$ cat src/rtl/flex_pts_serializer_pkg.sv
// Shared types for the flex_pts parallel-to-serial transmitter.
package flex_pts_pkg;

  typedef enum logic [0:0] {
    IDLE  = 1'b0,
    SHIFT = 1'b1
  } state_t;

endpackage

$ cat src/rtl/flex_pts_serializer_if.sv
// Word-load handshake between a producing controller and the serializer.
// A word moves on a rising clk edge where load_valid && load_ready. The producer keeps
// parallel_in stable while load_valid is high. load_ready does not depend on load_valid.
interface flex_pts_serializer_if #(
  parameter int NUM_BITS = 8
);
  logic                load_valid;
  logic                load_ready;
  logic [NUM_BITS-1:0] parallel_in;

  modport master (output load_valid, output parallel_in, input  load_ready);
  modport slave  (input  load_valid, input  parallel_in, output load_ready);
endinterface

$ cat src/rtl/flex_pts_serializer_counter.sv
// Rollover counter: counts 0..rollover_val while enabled, then wraps to 0.
module flex_counter #(
  parameter int W = 1
) (
  input  logic         clk,
  input  logic         n_rst,
  input  logic         clear,
  input  logic         count_enable,
  input  logic [W-1:0] rollover_val,
  output logic [W-1:0] count_out
);

  always_ff @(posedge clk or negedge n_rst) begin
    if (!n_rst) begin
      count_out <= '0;
    end else if (clear) begin
      count_out <= '0;
    end else if (count_enable) begin
      if (count_out == rollover_val) count_out <= '0;
      else                           count_out <= count_out + W'(1);
    end
  end

endmodule

$ cat src/rtl/flex_pts_serializer.sv
// Parallel-to-serial transmitter with a one-word holding buffer, so frames can run
// back to back. Each bit is held CLKS_PER_BIT cycles. abort flushes everything.
module flex_pts_serializer
  import flex_pts_pkg::*;
#(
  parameter int   NUM_BITS     = 8,
  parameter int   SHIFT_MSB    = 1,
  parameter int   CLKS_PER_BIT = 1,
  parameter logic IDLE_BIT     = 1'b1
) (
  input  logic                   clk,
  input  logic                   n_rst,
  flex_pts_serializer_if.slave   load_if,
  input  logic                   abort,
  output logic                   serial_out,
  output logic                   bit_strobe,
  output logic                   busy,
  output logic                   frame_done,
  output state_t                 dbg_state
);

  localparam int BW = $clog2(NUM_BITS);
  localparam int PW = (CLKS_PER_BIT > 1) ? $clog2(CLKS_PER_BIT) : 1;
  localparam logic [BW-1:0]       LAST_BIT  = BW'(NUM_BITS - 1);
  localparam logic [PW-1:0]       PRESC_MAX = PW'(CLKS_PER_BIT - 1);
  localparam logic [NUM_BITS-1:0] FILL      = {NUM_BITS{IDLE_BIT}};

  state_t              state, state_n;
  logic [NUM_BITS-1:0] sr, hold, sr_shifted;
  logic                hold_full;
  logic [BW-1:0]       bit_cnt;
  logic [PW-1:0]       presc;
  logic                presc_term, accept;
  logic                load_sr, do_shift, last_bit;

  flex_counter #(.W(PW)) u_presc (
    .clk          (clk),
    .n_rst        (n_rst),
    .clear        (abort || (state != SHIFT)),
    .count_enable (state == SHIFT),
    .rollover_val (PRESC_MAX),
    .count_out    (presc)
  );

  // With CLKS_PER_BIT=1 the rollover value is 0, so every SHIFT cycle is terminal.
  assign presc_term = (presc == PRESC_MAX);
  assign load_if.load_ready = !hold_full;
  assign accept     = load_if.load_valid && !hold_full && !abort;
  assign sr_shifted = (SHIFT_MSB != 0) ? {sr[NUM_BITS-2:0], IDLE_BIT}
                                       : {IDLE_BIT, sr[NUM_BITS-1:1]};
  assign serial_out = (state == SHIFT) ? ((SHIFT_MSB != 0) ? sr[NUM_BITS-1] : sr[0])
                                       : IDLE_BIT;
  assign busy       = (state == SHIFT);
  assign dbg_state  = state;

  always_comb begin
    state_n  = state;
    load_sr  = 1'b0;
    do_shift = 1'b0;
    last_bit = 1'b0;
    if (abort) begin
      state_n = IDLE;
    end else begin
      case (state)
        IDLE: begin
          if (hold_full) begin
            load_sr = 1'b1;
            state_n = SHIFT;
          end
        end
        SHIFT: begin
          if (presc_term) begin
            if (bit_cnt == LAST_BIT) begin
              last_bit = 1'b1;
              // A buffered word continues straight on with no idle bit period.
              if (hold_full) load_sr = 1'b1;
              else           state_n = IDLE;
            end else begin
              do_shift = 1'b1;
            end
          end
        end
        default: state_n = IDLE;
      endcase
    end
  end

  always_ff @(posedge clk or negedge n_rst) begin
    if (!n_rst) state <= IDLE;
    else        state <= state_n;
  end

  always_ff @(posedge clk or negedge n_rst) begin
    if (!n_rst) begin
      sr         <= FILL;
      hold       <= '0;
      hold_full  <= 1'b0;
      bit_cnt    <= '0;
      bit_strobe <= 1'b0;
      frame_done <= 1'b0;
    end else begin
      bit_strobe <= load_sr || do_shift;
      frame_done <= last_bit;
      if (abort) begin
        sr        <= FILL;
        hold_full <= 1'b0;
        bit_cnt   <= '0;
      end else begin
        if (accept) begin
          hold      <= load_if.parallel_in;
          hold_full <= 1'b1;
        end else if (load_sr) begin
          hold_full <= 1'b0;
        end
        if (load_sr) begin
          sr      <= hold;
          bit_cnt <= '0;
        end else if (do_shift) begin
          sr      <= sr_shifted;
          bit_cnt <= bit_cnt + BW'(1);
        end
      end
    end
  end

endmodule

$ cat src/flat_wrapper.sv
// flat-port wrapper written by rule: the top's interface ports become plain ports
module flex_pts_serializer_flat import flex_pts_pkg::*;
#(
  parameter int   NUM_BITS     = 8,
  parameter int   SHIFT_MSB    = 1,
  parameter int   CLKS_PER_BIT = 1,
  parameter logic IDLE_BIT     = 1'b1
)
  (clk, n_rst, abort, serial_out, bit_strobe, busy, frame_done, dbg_state, load_if_load_valid, load_if_parallel_in, load_if_load_ready);
  flex_pts_serializer_if #(.NUM_BITS(NUM_BITS)) load_if_i ();
  input  logic clk;
  input  logic n_rst;
  input  logic abort;
  output logic serial_out;
  output logic bit_strobe;
  output logic busy;
  output logic frame_done;
  output state_t dbg_state;
  input wire logic [$bits(load_if_i.load_valid)-1:0] load_if_load_valid;
  input wire logic [$bits(load_if_i.parallel_in)-1:0] load_if_parallel_in;
  output wire logic [$bits(load_if_i.load_ready)-1:0] load_if_load_ready;
  assign load_if_i.load_valid = load_if_load_valid;
  assign load_if_i.parallel_in = load_if_parallel_in;
  assign load_if_load_ready = load_if_i.load_ready;
  flex_pts_serializer #(.NUM_BITS(NUM_BITS), .SHIFT_MSB(SHIFT_MSB), .CLKS_PER_BIT(CLKS_PER_BIT), .IDLE_BIT(IDLE_BIT)) u_core (.clk(clk), .n_rst(n_rst), .load_if(load_if_i), .abort(abort), .serial_out(serial_out), .bit_strobe(bit_strobe), .busy(busy), .frame_done(frame_done), .dbg_state(dbg_state));
endmodule
$ cat config.mk
export PLATFORM = sky130hd
export DESIGN_NAME = flex_pts_serializer_flat
export DESIGN_NICKNAME = d
export VERILOG_FILES = /design/src/rtl/flex_pts_serializer_pkg.sv /design/src/rtl/flex_pts_serializer_if.sv /design/src/rtl/flex_pts_serializer_counter.sv /design/src/rtl/flex_pts_serializer.sv /design/src/flat_wrapper.sv
export SDC_FILE = /design/constraint.sdc
export NUM_CORES = 1
export LEC_CHECK = 0
export CAP_MARGIN = 10
export CORE_AREA = 2 2 48 50
export CTS_BUF_LIST = sky130_fd_sc_hd__clkbuf_2 sky130_fd_sc_hd__clkbuf_4 sky130_fd_sc_hd__clkbuf_8
export DETAILED_ROUTE_END_ITERATION = 12
export DIE_AREA = 0 0 50 52
export PLACE_DENSITY = 0.87
export SETUP_SLACK_MARGIN = 0.4
export SLEW_MARGIN = 20
export SYNTH_ARGS = -nofsm -noshare
export SYNTH_HDL_FRONTEND = slang
export SYNTH_SLANG_ARGS = --single-unit
$ cat constraint.sdc
create_clock -name clk -period 2 [get_ports clk]
set_input_delay 0.5 -clock clk [delete_from_list [all_inputs] [get_ports clk]]
set_output_delay 0.5 -clock clk [all_outputs]
set_load 0.005 [all_outputs]
# [Word-level counts from Yosys, hierarchy flattened]
# Cells that the tools add are included.
# Widths: inputs -> output; s select.
[op_classes] addsub=2 eq_ne=1 mux=30 bitwise_logic=2 reduce_logical=10
[ops] cell="$mux 8" count=3
[ops] cell="$mux 1" count=22
[ops] cell="$mux 3" count=3
[ops] cell="$reduce_bool 3->1" count=2
[ops] cell="$pmux 1 s2" count=2
[ops] cell="$add 3x1->3 const B" count=1
[ops] cell="$eq 3x3->1 const B" count=1
[ops] cell="$logic_and 1x1->1" count=2
[ops] cell="$logic_not 1->1" count=2
[ops] cell="$logic_or 1x1->1" count=2
[ops] cell="$not 1->1" count=2
[ops] cell="$reduce_and 2->1" count=1
[ops] cell="$reduce_bool 2->1" count=1
[ops] cell="$add 1x1->1 const B" count=1
[totals] ff_bits=24 input_bits=12 elab_cells=53

# [Depth between registers and ports, before layout]
# Gate-level depths: netlist (run 1).
[depth] depth_word=8 depth_mapped=6 depth_no_buf=5

# [Hierarchy]
# Synthesis (run 1) repeated with hierarchy kept, for this count alone.
[unflattened] cells_unflattened=89 hier_area_um2=1081.0
[modules_own_cells] module="flex_pts_serializer" n_inst=1 cells_each=85 area_each_um2=1033.5 seq_area_each_um2=585.6
[modules_own_cells] module="flex_counter" n_inst=1 cells_each=4 area_each_um2=47.5 seq_area_each_um2=25.0

# [Worst setup path after synthesis (run 1)]
# OpenSTA, ideal clock, no wires.
[synth_path] path_kind="input to register" startpoint="in abort" endpoint="reg u_core.hold[0]" setup_ns=0.125 arrival_ns=1.316 required_time_ns=1.875 path_slack_ns=0.560 stages=3 n_path_buf=1 cell_sequence="buf_6 > nor3b_4 > mux2_2"
[synth_between] elab_chain_len=3 elab_cells_between_ends=4
[synth_lines] item="start, declared" line="flat_wrapper.sv:13" rtl="input logic abort;"
[synth_lines] item="$logic_not 1->1" line="flex_pts_serializer.sv:48" rtl="assign accept = load_if.load_valid && !hold_full && !abort;"
[synth_lines] item="$logic_and 1x1->1" line="flex_pts_serializer.sv:48"
[synth_lines] item="$reduce_and 2->1 (no line) *"
[synth_lines] item="end signal, assigned" line="flex_pts_serializer.sv:110" rtl="hold <= load_if.parallel_in;"
[synth_lines] item="end, declared" line="flex_pts_serializer.sv:29" rtl="logic [NUM_BITS-1:0] sr, hold, sr_shifted;"
# Every way passes the cells marked *; elsewhere a longest branch is shown, timed or not.
# A chain may end at the register's enable or synchronous reset.

# [Worst setup path in the final report (run 1)]
[layout_path] startpoint="reg u_core.sr[7]" endpoint="out serial_out"
[layout_between] elab_chain_len=1
[layout_lines] item="start, declared" line="flex_pts_serializer.sv:29"
[layout_lines] item="start signal, assigned" line="flex_pts_serializer.sv:116" rtl="sr <= hold;"
[layout_lines] item="start signal, assigned" line="flex_pts_serializer.sv:119" rtl="sr <= sr_shifted;"
[layout_lines] item="$mux 1" line="flex_pts_serializer.sv:51" rtl="assign serial_out = (state == SHIFT) ? ((SHIFT_MSB != 0) ? sr[NUM_BITS-1] : sr[0])"
[layout_lines] item="end, declared" line="flat_wrapper.sv:14" rtl="output logic serial_out;"
# No other way between the ends.

==> results of run 1 <==
synth_stat cells:
master,n
mux2_2,8
mux2i_1,9
ha_1,2
and3b_1,1
buf_2,1
a21oi_1,12
nand3_1,3
buf_6,1
nor3b_4,1
nor2_1,2
dfrtp_1,15
nand2b_1,3
clkbuf_1,2
inv_1,1
nor2b_1,1
dfstp_2,8
buf_4,1
nand2_1,3
nor3_1,7
logic make-up after synthesis:
family,synth area share
simple gates,0.1205
buf+inv,0.03478
flops,0.5814
fa+ha+maj,0.02484
compound gates,0.05963
mux,0.1789
final timing paths:
kind,end,slack [ns],depth (start not counted)
max in group asynchronous,u_core.sr[5],1.19,2
min in group asynchronous,u_core.hold_full,0.53,2
worst max register to register,u_core.sr[2],0.53,5
worst min-delay path,u_core.hold[2],0.52,1
worst min register to register,u_core.hold[2],0.52,1
worst max-delay path,serial_out,0.44,2
metal layers:
layer | vias to the layer above | wire length [um] | global-route usage
met5 | - | 0 | 0
met4 | 0 | 17 | 0.06019
met3 | 2 | 73 | 0.04598
met2 | 15 | 865 | 0.2763
met1 | 334 | 801 | 0.1823
li1 | 332 | - | -
through the flow:
step | instance area [um^2] | utilization
after floorplan | 1007 | -
after global placement | 1224 | 0.5811
after detailed placement | 1224 | 0.5811
after CTS | 1261 | 0.5989
after global routing | 1260 | 0.5983
final | 1260 | 0.5983
layout by cell type, fill, tap and decap left out:
cell | Yosys | routed
clkbuf_2 | 0 | 1
ha_1 | 2 | 2
dlygate4sd2_1 | 0 | 5
clkinv_2 | 0 | 1
nor2b_2 | 0 | 1
nor3_1 | 7 | 7
nor2_1 | 2 | 2
nand2b_2 | 0 | 1
nand2_1 | 3 | 3
nor3b_4 | 1 | 1
inv_2 | 0 | 1
clkbuf_4 | 0 | 3
a21oi_1 | 12 | 12
and3b_1 | 1 | 1
mux2_2 | 8 | 8
nand3_1 | 3 | 3
clkdlybuf4s50_1 | 0 | 11
dfrtp_1 | 15 | 15
nand2b_1 | 3 | 2
mux2i_1 | 9 | 9
buf_12 | 0 | 1
buf_4 | 1 | 5
dfstp_2 | 8 | 8
area by class of cell:
cell class / count / area (um^2)
fillers: 173 / 845.8
flip-flops and latches: 23 / 585.6
multi-input cells: 52 / 391.6
repair buffers: 23 / 216.5
well taps: 28 / 35.03
clock buffers: 3 / 22.52
clock inverters: 1 / 5.005
inverters: 1 / 3.754
repair_timing:
action / CTS / global route
endpoints found under the setup margin: 7 / 11
gates cloned: 0 / 0
buffers inserted: 2 / 0
resized for setup: 8 / 3
power groups by stage:
stage               Sequential, uW  Clock, uW  Combinational (uW)
global placement               558          0                 150
CTS                            551        214                 157
floorplan                      553          0                92.6
finish                         550        203                 156
detailed placement             561          0                 155
global route                   557        236                 171
worst register-to-register path, cell delays in order (launching register included):
cell and delay, ns:
dfrtp_1 0.42, ha_1 0.20, ha_1 0.20, nand2b_2 0.30
nor3_1 0.20, a21oi_1 0.07
flip-flops by register name (all words and copies together), names as in the netlist:
signal and cells:
u_core.bit_strobe 1, u_core.hold 8, u_core.bit_cnt 3, u_core.sr 8
u_core.hold_full 1, u_core.frame_done 1, u_core.busy 1
==> results.tsv, run 1 <==
metric	value	unit
run_status	finished clean	
final.period_utilization	0.7781	
slowest_stage	dfstp_2	
via_count	683	
yosysSeqAreaShare	0.5814	
drive_gt1_frac	0.3010	
power.total	909.3	uW
viasPerCell	5.214	
clockPowerShare	0.224	
max_cap_viol_count	0	
gp_congestion	0.7901	
min_path_type	reg -> reg	
start_kind	flip-flop	
cts_root_buf	clkbuf_4	
overflow	0	
dr.pass1.iters	2	
antenna_found_initial	0	
die_x	50	um
row_count	17	
crit_arrival	1.06	ns
hpwl	1295	um
fin_setup_tns	0	ns
cts_tree	built	
ys_types	19	
ir_drop	0.7813	mV
synth.largest_area_cell	dfrtp_1	
initial_utilization	0.4783	
yosysWarningCount	0	
dp_cells	125	
path_delay_family	flip-flops	
end_kind	primary output	
ys_ff_latch	23	
syn_inst	81	
netlist_area	0.001007	mm^2
leakagePower	0.0005363	uW
diodes	0	
routedWlPerCell	13.41	um
p_switching	221.9	uW
area_growth_syn_to_layout	25.09	%
clk-insertion-delay-late	0.30	ns
yosys-top-cells-area	dfrtp_1 37%, dfstp_2 21%, mux2i_1 8.9%	
pre_cts_ws	0.1498	ns
die_y	52	um
fin_ws	0.4439	ns
drt-initial-drc-count	10	
finalSetupViolCount	0	
grt_pass1_vias	710	
hold_viol	0	
core	0.002106	mm^2
cts_hold_buf	0	
max_freq	642.6	MHz
path_clk_slew	0.12	ns
worstPathMaxFanout	2	
hold_ws	0.5196	ns
rsz0062_at_grt	true	
syn_area_per_cell	12.43	um^2
powerDensity	721.7	mW/mm^2
syn-num-nets	95	
pin_count	18	
wirelength	1757	um
grt_use_total	0.1581	
combPwrFrac	0.171	
max-slew-margin-rel	0.6685	
fp.dieArea	0.002600	mm^2
port_buffers	17	
grt_pass1_wl	3029	um
cp.buffers_inverters	1	
swShare	0.2440	
worstPathRequired	1.50	ns
post-synth-top-area-fraction	0.3727	
clock_sinks	23	
hold_start	u_core.hold[2]	
crit_path_max_incr_delay	0.54	ns
nets	118	
cts_buffer_depth	2	
drtAntennaViolNets	0	
skew	0.001197	ns
p_int	687.4	uW
final_cells	131	
slew_violations	0	
crit_path_start	u_core.sr[7]	
cts_made_buffers	3	
r2r-start	u_core.bit_cnt[0]	
path_cells	nand2b_1, clkbuf_2	
worstSetupPathType	reg -> out	
drc	0	
period_minus_slack	1.556	ns
seqPwrFrac	0.605	
h-tree-depth	1	
grt_max_degree	24	
worstMarginPinSlew	0.4954	ns
Note: power is estimated with default switching activity, not from simulation.
==> run 2: changes to the inputs <==
CORE_AREA = 2 2 49 51   (was 2 2 48 50)
DIE_AREA = 0 0 51 53   (was 0 0 50 52)
clock period = 1.4 ns   (was 2 ns; I/O delays follow)
==> run 2 against run 1 <==
  * Sequential share of layout area fell by 10 points
  * Final area rose by 29%
  * Clock skew barely moved
  * Largest power group unchanged
==> results.tsv, run 2 (synthesized netlist as in run 1, its figures left out) <==
metric	value	unit	change
drtAntennaViolNets	0		unchanged
via_count	781		+14%
ir_drop	0.6144	mV	-21%
worstPathRequired	1.05	ns	-0.45 ns
reg2reg_depth	4		-1
power.total	1511	uW	+66%
max_freq	720.3	MHz	
cts_tree	built		
cts_buffer_depth	2		unchanged
largestRegisters	u_core.hold (8), u_core.sr (8), u_core.bit_cnt (3)		
routedWlPerCell	19.00	um	+42%
start_kind	flip-flop		
r2r-start	u_core.hold_full		
cp.buffers_inverters	1		unchanged
viasPerCell	5.313		+1.9%
r2r_end	u_core.hold[1]		
worstPathMaxFanout	2		unchanged
core	0.002148	mm^2	+2.0%
max_cap_viol_count	0		unchanged
pin_count	18		unchanged
port_buffers	17		unchanged
drc	0		unchanged
cts_made_buffers	3		unchanged
clk-insertion-delay-late	0.30	ns	about the same
initial_utilization	0.4688		-0.009471
gp_congestion	0.7482		-5.3%
drive_gt1_frac	0.6471		+0.3461
worstSetupPathType	reg -> out		
grt_max_degree	24		unchanged
hold_ws	0.4070	ns	-0.1127 ns
min_path_type	in -> async		
hpwl	1447	um	+12%
finalSetupViolCount	0		unchanged
dr.pass1.iters	4		+2
clock_sinks	23		unchanged
fp.dieArea	0.002703	mm^2	+4.0%
cts_hold_buf	0		unchanged
leakagePower	0.0006915	uW	+29%
die_y	53	um	+1.9%
path_delay_family	flip-flops		
wirelength	2793	um	+59%
path_cells	nand2b_1, buf_2		
area_growth_syn_to_layout	60.87	%	
crit_arrival	1.04	ns	-0.02 ns
rsz0062_at_grt	true		
slowest_stage	dfstp_2		
final_cell_mix	15 x dfrtp_1, 13 x buf_6, 9 x mux2i_1, 9 x clkdlybuf4s50_1		
end_kind	primary output		
final_common_cell	dfrtp_1		
h-tree-depth	1		unchanged
drt-initial-drc-count	11		+1
nets	134		+14%
crit_path_max_incr_delay	0.55	ns	about the same
path_clk_slew	0.12	ns	about the same
grt_use_total	0.2241		+0.06603
fin_ws	0.01167	ns	-0.4322 ns
skew	0.001358	ns	+0.0001612 ns
cts_root_buf	clkbuf_4		
fin_util	0.7542		+0.1559
fin_setup_tns	0	ns	unchanged
period_minus_slack	1.388	ns	
slew_violations	0		unchanged
row_count	17		unchanged
ff2ff_setup_slack	0.04	ns	-0.49 ns
antenna_found_initial	0		unchanged
die_x	51	um	+2.0%
worstMarginPinSlew	0.2377	ns	-0.2577 ns
final.period_utilization	0.9917		
grt_pass1_vias	861		+21%
pre_cts_ws	-0.3744	ns	-0.5242 ns
overflow	0		unchanged
run_status	finished clean		
max-slew-margin-rel	0.8370		+0.1685
powerDensity	932.5	mW/mm^2	+29%
diodes	0		unchanged
grt_pass1_wl	4257	um	+41%
hold_viol	0		unchanged
-- run 2: changes by cell type in the layout (fill, tap and decap cells not counted), sizes merged --
cell	change
dlygate4sd2	-3
clkinv	-1
nand2b	+1
buf	+21
clkdlybuf4s50	-2
-- run 2: metrics by stage --
stage / std cells / cell area [um^2]
finish: 147 / 1620
global route: 147 / 1620
CTS: 144 / 1530
detailed placement: 130 / 1310
global placement: 130 / 1310
floorplan: 81 / 1072
-- run 2: worst max-delay path by stage --
stage	start	end	slack (ns)	cells after the start
3_3_place_gp	abort	u_core.sr[4]	-0.31	4
3_5_place_dp	abort	u_core.sr[1]	-0.37	4
6_report	u_core.sr[7]	serial_out	0.01	2
5_1_grt	u_core.bit_cnt[0]	u_core.hold_full	-0.03	6
2_1_floorplan	abort	u_core.hold[0]	0.13	3
4_1_cts	u_core.sr[7]	serial_out	0.004	2
-- run 2: report_power, final --
group / total [uW] / internal [uW] / switching [uW]
registers: 805 / 750 / 54.5
clock network: 324 / 130 / 194
logic: 382 / 218 / 165
-- run 2: what timing repair did --
| item | CTS | global route |
|---|---|---|
| cloned | 1 | 0 |
| buffers inserted | 9 | 3 |
| setup endpoints to repair | 29 | 29 |
| pin swaps | 10 | 4 |
| resized for setup | 62 | 14 |
| endpoints found under the hold margin | 0 | 0 |
-- run 2: routing by layer --
layer / global-route usage / routed length, um / vias up
li1: - / - / 360
met1: 0.2658 / 1162 / 390
met2: 0.3853 / 1456 / 22
met3: 0.02542 / 76 / 9
met4: 0.1441 / 97 / 0
met5: 0 / 0 / -
-- run 2: worst reg2reg max path, delay by kind of cell (launching register included) --
kind | cells | cell delay (ns)
flops | 1 | 0.42
mux | 1 | 0.31
buf+inv | 2 | 0.30
simple gates | 1 | 0.23
-- run 2: final cells by class --
| cell class | count | area, um^2 |
|---|---|---|
| clock buffer | 4 | 30.03 |
| fill | 120 | 528.0 |
| inverter | 1 | 6.256 |
| multi-input combinational | 53 | 596.8 |
| sequential | 23 | 585.6 |
| tap | 28 | 35.03 |
| timing repair buffer | 38 | 366.6 |
